--- src/rtl/mips_defs.sv ---
// Shared MIPS decode constants and the per-instruction hazard summary
// used by the stall/flush controller.
package mips_defs;

   localparam logic [5:0] OP_RTYPE = 6'b000000;
   localparam logic [5:0] OP_LW    = 6'b100011;
   localparam logic [5:0] OP_SW    = 6'b101011;
   localparam logic [5:0] OP_BEQ   = 6'b000100;
   localparam logic [5:0] OP_ORI   = 6'b001101;
   localparam logic [5:0] OP_LUI   = 6'b001111;
   localparam logic [5:0] OP_JAL   = 6'b000011;

   localparam logic [5:0] FN_ADDU  = 6'b100001;
   localparam logic [5:0] FN_SUBU  = 6'b100011;
   localparam logic [5:0] FN_MULT  = 6'b011000;
   localparam logic [5:0] FN_MULTU = 6'b011001;
   localparam logic [5:0] FN_DIV   = 6'b011010;
   localparam logic [5:0] FN_DIVU  = 6'b011011;
   localparam logic [5:0] FN_MFHI  = 6'b010000;
   localparam logic [5:0] FN_MTHI  = 6'b010001;
   localparam logic [5:0] FN_MFLO  = 6'b010010;
   localparam logic [5:0] FN_MTLO  = 6'b010011;
   localparam logic [5:0] FN_JR    = 6'b001000;

   typedef logic [1:0] tval_t;

   localparam tval_t TUSE_0    = 2'd0;
   localparam tval_t TUSE_1    = 2'd1;
   localparam tval_t TUSE_2    = 2'd2;
   localparam tval_t TUSE_NONE = 2'd3;
   localparam tval_t TNEW_0    = 2'd0;
   localparam tval_t TNEW_1    = 2'd1;
   localparam tval_t TNEW_2    = 2'd2;

   typedef struct packed {
      logic  is_lw;
      logic  is_md;     // mult/multu/div/divu
      logic  is_div;    // div/divu
      logic  is_mfmt;   // mfhi/mflo/mthi/mtlo
      logic  is_br;     // beq/jr
      tval_t tuse_rs;
      tval_t tuse_rt;
      tval_t tnew;      // as seen from the E stage
   } instr_info_t;

   // A source is hazardous when its producer is still further from done than the consumer can wait.
   function automatic logic reg_hazard(input logic [4:0] src, input logic [4:0] wa,
                                       input tval_t tuse, input tval_t tnew);
      return (src == wa) && (wa != 5'd0) && (tuse < tnew);
   endfunction

endpackage

--- src/rtl/instr_class.sv ---
// Combinational decode of one instruction word into its hazard summary
// (class flags plus Tuse for rs/rt and Tnew at the E stage).
module instr_class
   import mips_defs::*;
(
   input  logic [31:0] instr,
   output instr_info_t info
);

   logic [5:0] op;
   logic [5:0] fn;
   logic       unused_bits;

   assign op          = instr[31:26];
   assign fn          = instr[5:0];
   assign unused_bits = ^instr[25:6];

   always_comb begin
      info         = '0;
      info.tuse_rs = TUSE_NONE;
      info.tuse_rt = TUSE_NONE;
      info.tnew    = TNEW_0;
      unique case (op)
         OP_RTYPE: begin
            unique case (fn)
               FN_ADDU, FN_SUBU: begin
                  info.tuse_rs = TUSE_1;
                  info.tuse_rt = TUSE_1;
                  info.tnew    = TNEW_1;
               end
               FN_MULT, FN_MULTU, FN_DIV, FN_DIVU: begin
                  info.is_md   = 1'b1;
                  info.is_div  = (fn == FN_DIV) || (fn == FN_DIVU);
                  info.tuse_rs = TUSE_1;
                  info.tuse_rt = TUSE_1;
               end
               FN_MFHI, FN_MFLO: begin
                  info.is_mfmt = 1'b1;
                  info.tnew    = TNEW_1;
               end
               FN_MTHI, FN_MTLO: begin
                  info.is_mfmt = 1'b1;
                  info.tuse_rs = TUSE_1;
               end
               FN_JR: begin
                  info.is_br   = 1'b1;
                  info.tuse_rs = TUSE_0;
               end
               default: ;
            endcase
         end
         OP_LW: begin
            info.is_lw   = 1'b1;
            info.tuse_rs = TUSE_1;
            info.tnew    = TNEW_2;
         end
         OP_SW: begin
            info.tuse_rs = TUSE_1;
            info.tuse_rt = TUSE_2;
         end
         OP_BEQ: begin
            info.is_br   = 1'b1;
            info.tuse_rs = TUSE_0;
            info.tuse_rt = TUSE_0;
         end
         OP_ORI: begin
            info.tuse_rs = TUSE_1;
            info.tnew    = TNEW_1;
         end
         OP_LUI: info.tnew = TNEW_1;
         OP_JAL: ;   // writes $31 from the PC; nothing left to wait for past E
         default: ;
      endcase
   end

endmodule

--- src/rtl/hazard_ctrl.sv ---
// Stall/flush controller for the 5-stage MIPS pipeline: load-use and branch-use
// hazard detection plus the mult/div busy counter.
module hazard_ctrl
   import mips_defs::*;
#(
   parameter int MULT_CYCLES = 5,
   parameter int DIV_CYCLES  = 10,
   parameter int CNT_W       = 4
) (
   input  logic        clk,
   input  logic        rst,
   input  logic [31:0] instrD,
   input  logic [31:0] instrE,
   input  logic [31:0] instrM,
   input  logic [4:0]  waE,
   input  logic [4:0]  waM,
   output logic        stallF,
   output logic        stallD,
   output logic        Eclr,
   output logic        mdStart,
   output logic        mdBusy
);

   instr_info_t      d_info;
   instr_info_t      e_info;
   instr_info_t      m_info;
   logic [4:0]       rs_d;
   logic [4:0]       rt_d;
   tval_t            tnew_m;
   logic             data_stall;
   logic             md_stall;
   logic             stall;
   logic [CNT_W-1:0] cnt_q;
   logic [CNT_W-1:0] cnt_d;
   logic             unused_info;

   instr_class u_class_d (.instr(instrD), .info(d_info));
   instr_class u_class_e (.instr(instrE), .info(e_info));
   instr_class u_class_m (.instr(instrM), .info(m_info));

   assign rs_d        = instrD[25:21];
   assign rt_d        = instrD[20:16];
   // Only a load still has a result pending once it reaches M.
   assign tnew_m      = m_info.is_lw ? TNEW_1 : TNEW_0;
   assign unused_info = ^{d_info, e_info, m_info};

   assign mdStart = e_info.is_md;
   assign mdBusy  = (cnt_q != '0);

   always_comb begin
      data_stall = reg_hazard(rs_d, waE, d_info.tuse_rs, e_info.tnew)
                 | reg_hazard(rt_d, waE, d_info.tuse_rt, e_info.tnew)
                 | reg_hazard(rs_d, waM, d_info.tuse_rs, tnew_m)
                 | reg_hazard(rt_d, waM, d_info.tuse_rt, tnew_m);
      md_stall   = (d_info.is_md | d_info.is_mfmt) & (mdBusy | mdStart);
      stall      = data_stall | md_stall;
   end

   assign stallF = stall;
   assign stallD = stall;
   assign Eclr   = stall;

   // A fresh start reloads the counter even if a previous operation is still counting.
   always_comb begin
      cnt_d = cnt_q;
      if (mdStart) begin
         cnt_d = e_info.is_div ? CNT_W'(DIV_CYCLES) : CNT_W'(MULT_CYCLES);
      end else if (cnt_q != '0) begin
         cnt_d = cnt_q - CNT_W'(1);
      end
   end

   always_ff @(posedge clk or negedge rst) begin
      if (!rst) begin
         cnt_q <= '0;
      end else begin
         cnt_q <= cnt_d;
      end
   end

endmodule
--- config.mk ---
export PLATFORM = sky130hd
export DESIGN_NAME = hazard_ctrl
export DESIGN_NICKNAME = d
export VERILOG_FILES = /design/src/rtl/mips_defs.sv /design/src/rtl/instr_class.sv /design/src/rtl/hazard_ctrl.sv
export SDC_FILE = /design/constraint.sdc
export NUM_CORES = 1
export LEC_CHECK = 0
export ABC_AREA = 1
export BUFFER_PORTS_ARGS = -buffer_cell sky130_fd_sc_hd__buf_2
export CORE_MARGIN = 2
export CORE_UTILIZATION = 25
export CTS_CLUSTER_DIAMETER = 40
export DETAILED_ROUTE_END_ITERATION = 12
export PLACE_DENSITY = 0.65
export SYNTH_ARGS = -nofsm -noshare
export SYNTH_HDL_FRONTEND = slang
export SYNTH_HIERARCHICAL = 1
export SYNTH_SLANG_ARGS = --single-unit
--- constraint.sdc ---
create_clock -name clk -period 4.9 [get_ports clk]
set_input_delay 1.47 -clock clk [delete_from_list [all_inputs] [get_ports clk]]
set_output_delay 1.47 -clock clk [all_outputs]
set_load 0.02 [all_outputs]
### After elaboration in Yosys (flattened, before gate mapping)

Index checks and enable logic that the tools add are counted.

| word-level totals | value |
|---|---|
| bits in registers | 4 |
| latch bits | 0 |
| memory bits (writable) | 0 |
| memory bits (read-only) | 0 |
| input port bits | 108 |
| logic and storage cells | 88 |
| memories kept | 0 |

| operators by class | value |
|---|---|
| $add $sub $neg | 1 |
| multiply operators | 0 |
| div/mod/pow operators | 0 |
| $lt $le $gt $ge | 4 |
| equality and inequality tests | 33 |
| shift operators | 0 |
| muxes and demuxes | 17 |
| bitwise gates (word level) | 7 |
| reductions and logical operators | 25 |

Operators by type and width:

| cell | count |
|---|---|
| $eq A6 B5 Y1 const B | 16 |
| $eq A6 B6 Y1 const B | 8 |
| $eq A6 B4 Y1 const B | 4 |
| $eq A5 B5 Y1 | 4 |
| $reduce_or A4 Y1 | 5 |
| $pmux W2 S3 | 3 |
| $logic_not A6 Y1 | 2 |
| $mux W4 | 3 |
| $reduce_bool A5 Y1 | 2 |
| $logic_and A1 B1 Y1 | 8 |
| $reduce_or A8 Y1 | 1 |
| $eq A6 B3 Y1 const B | 1 |
| $mux W2 | 3 |
| $mux W3 | 2 |
| $or A1 B1 Y1 | 6 |
| $reduce_or A6 Y1 | 1 |
| $mux W1 | 5 |
| $lt A2 B1 Y1 | 2 |
| $lt A2 B2 Y1 | 2 |
| $pmux W2 S2 | 1 |
| $reduce_bool A4 Y1 | 1 |
| $sub A4 B1 Y4 const B | 1 |
| $reduce_or A3 Y1 | 1 |
| $logic_or A1 B1 Y1 | 2 |
| other kinds (3) | 3 |

### Depth between registers and ports, before layout

| depth | value |
|---|---|
| depth in word-level cells | 10 |
| depth in mapped cells | 15 |
| gate-level depth less buffers | 14 |

### Hierarchy

Netlist, hierarchy kept.

By module, submodules not included:

| module | times used | cells each | area an instance (µm²) |
|---|---|---|---|
| instr_class | 3 | 57 | 264.0 |
| hazard_ctrl | 1 | 140 | 735.7 |

### Least setup slack after synthesis

OpenSTA, ideal clock, no wires.

| path | value |
|---|---|
| kind | input to output |
| start point | in instrD[4] |
| end point | out stallD |
| arrival | 2,917 ps |
| data required time | 3,430 ps |
| path slack | 513 ps |
| cell stages on the path | 13 |
| buffers on the path | 1 |
| cell sequence | inv_1 > nor2_2 > nand3_1 > nand3_1 > nand3_1 > ha_1 > a21boi_0 > nor2_1 > nand3_1 > nand2_1 > nand2_1 > nand3_2 > buf_4 |

RTL lines:

| element | line | text |
|---|---|---|
| start: declaration | hazard_ctrl.sv:12 | `input logic [31:0] instrD,` |
| end: declaration | hazard_ctrl.sv:18 | `output logic stallD,` |

==> results.md <==
- H-Tree Depth: 1
- Number of diodes: 0
- Final setup vio count: 0
- Number of global-route vias before repair: about 1200
- P_int: roughly 0.17 mW
- Clock power share: between 20% and 30%
- Clock root cell: clkbuf_8
- WP data required: roughly 3.4 ns
- Cell Area, Synth: ~1100 um2
- Reg power frac: between 20% and 30%
- PostCTS Resize Cnt: 0
- DR vias/cell: roughly 4.3
- Nets: 389
- Fmax: between 200 and 250 MHz
- Clock Pin Slew Worst Setup and Hold Paths: 0.03 ns
- # Post-CTS Setup Buffers: 0
- Post-Syn Instances: 219
- Largest regs: cnt_q (4)
- Setup crit end kind: output port
- Initial Util: between 20% and 30%
- Port bufs: 56
- # hold bufs at CTS: 0
- Syn Area/Cell: about 5.1 um2
- Status: finished, final reports clean
- Total power: roughly 0.28 mW
- Starting DRT DRC Count: 46
- Drt total wl: around 2.8 mm
- Largest reg by FF count: cnt_q
- Global-route wire length before repair: approximately 4.6 mm
- Crit path time final: 4.50 ns
- Switch share: 40.0%
- Worst reg2reg startpoint: cnt_q[0]$_DFFE_PN0P_
- Pleak: approximately 0.9 nW
- Reg-to-reg endpoint: cnt_q[1]$_DFFE_PN0P_
- Initial antenna violation count: 0
- Final Max Slew Viols: 0
- CTS buffer count: 3
- Pre-CTS WS: 0.376 ns
- Total grt overflow: 0
- Final Cycle Share: 91.8%
- Max reg flops: 4
- HP Class: reg -> reg
- Hold worst-path end: cnt_q[0]$_DFFE_PN0P_
- RSZ-0062 raised after global routing: no
- Setup ws final: between 0.4 and 0.5 ns
- Cell Chain, Critical Path: buf_2 -> nor2_4 -> nand3_2 -> nor2_2 -> nand3_1 -> nand2_1 -> ha_1 -> o21ai_0 -> nand2_1 -> nor2_1 -> nand2_1 -> nand2_1 -> nand2_1 -> nand3_2 -> buf_2
- CTS tree: done
- HP Start: cnt_q[0]$_DFFE_PN0P_
- Worst path most repeated cell: nand2_1
- Deepest clock path buffer count: 2
- Insertion delay to the later sink of the worst-skew pair: between 0.2 and 0.25 ns
- Vias post-DR: 1408
- Die extent in x: between 70 and 80 um
- Fraction of layout cells with a size suffix above 1: just under 30%
- Cell area power density: 188 nW/um2
- Max-cap viol count: 0
- Arr. time, crit path: slightly above 3 ns
- Max IR drop VDD: about 0.13 mV
- Largest net degree at the start of global routing: 8
- Crit-path max cell delay: approximately 0.23 ns
- Tot GR Track Use: a little over a tenth
- Gp weighted congestion: between 0.8 and 0.9
- Clk_skew: 0.00305 ns
- Yosys warns: 6
- CORE AREA: around 4300 um2
- I/O Pins: roughly 110
- Die area: approximately 5000 um2
- Slew @ Worst Pin: 0.258 ns
- Iteration count of the initial detailed-routing pass: 4
- Detailed Place HPWL: roughly 2.5 mm
- Syn nets: about 330
- Slew HR: between 80% and 90%
- Post-route DRC violation count: 0
- Area growth, synth to finish: 32.8%
- Clock Sinks: 4
- Setup TNS Final: 0 ns
- Critical path class: in -> out
- Final hold viol count: 0
- WHS Path Cells: 3
- Slowest stage cell, crit path: ha_1
- Gate power share: 54.4%
- CP Max Fanout: 5
- Worst setup SP type: primary input
- Die height: slightly above 70 um
- Drt wl/cell: 8.48 um
- Psw: 0.111 mW
- Worst R2R Path Depth: 5
- Rows: 24
- Reg2Reg Setup Slack: between 3 and 4 ns
- Detail Route Antenna Nets: 0
## cells in the final DEF, fill, tap and decap left out
cell type	instances
a21boi_0	1
a21boi_1	1
a21oi_1	2
a21oi_2	1
buf_2	56
clkbuf_8	3
clkinv_1	1
dfrtp_1	4
ha_1	4
inv_1	40
inv_2	6
nand2_1	65
nand2_2	1
nand3_1	22
nand3_2	4
nand3b_1	1
nand4_1	5
nor2_1	31
nor2_2	6
nor2_4	2
nor3_1	3
nor4_1	1
o21ai_0	7
o21ai_1	4
o21bai_1	1
or2_4	1
xor2_1	2
## worst max-delay path: cells and delay by family
| family | cells | cell delay, ns |
|---|---|---|
| AND/OR/NAND/NOR | 11 | 0.97 |
| buffers and inverters | 2 | 0.28 |
| AO/OA/AOI/OAI | 1 | 0.08 |
| adder cells (fa/ha/maj) | 1 | 0.23 |
## metrics by stage
stage	std cells	utilization, %	area (um2)	hold WS, ns
floorplan	219	-	1110	0.519
CTS	327	34.1	1470	0.552
detailed placement	324	33.1	1430	0.548
global placement	324	33.1	1430	0.554
finish	327	34.1	1470	0.553
global route	327	34.1	1470	0.614
## cell type report
cell class	count	area [um2]
Clock buffer	3	41.3
Fill cell	504	2850
Inverter	47	176
Multi-Input combinational cell	165	810
Sequential cell	4	100
Tap cell	52	65.1
Timing Repair Buffer	56	280
## worst max path at each step
stage                    start     end  depth (start not counted)  slack [ns]
finish              instrD[30]  stallF                         15        0.40
global route        instrD[30]  stallD                         15        0.12
detailed placement  instrD[30]  stallF                         15        0.38
CTS                 instrD[30]  stallF                         15        0.38
global placement    instrD[30]  stallF                         15        0.38
floorplan            instrD[4]  stallD                         13        0.59
## power by group through the flow
stage | Sequential [mW] | Clock [mW] | Combinational, mW
after floorplan | 0.0583 | 0 | 0.101
after global placement | 0.0610 | 0 | 0.150
after detailed placement | 0.0609 | 0 | 0.151
after CTS | 0.0606 | 0.0686 | 0.152
after global routing | 0.0618 | 0.0727 | 0.179
final | 0.0600 | 0.0666 | 0.151
## metal layers
layer | routed length [um] | GRT usage (%) | vias up
li1 | - | - | 787
met1 | 1330 | 14.1 | 592
met2 | 1310 | 19.5 | 29
met3 | 137 | 2.71 | 0
met4 | 0 | 0.629 | 0
met5 | 0 | 0 | -
(Power assumes the default switching activity.)
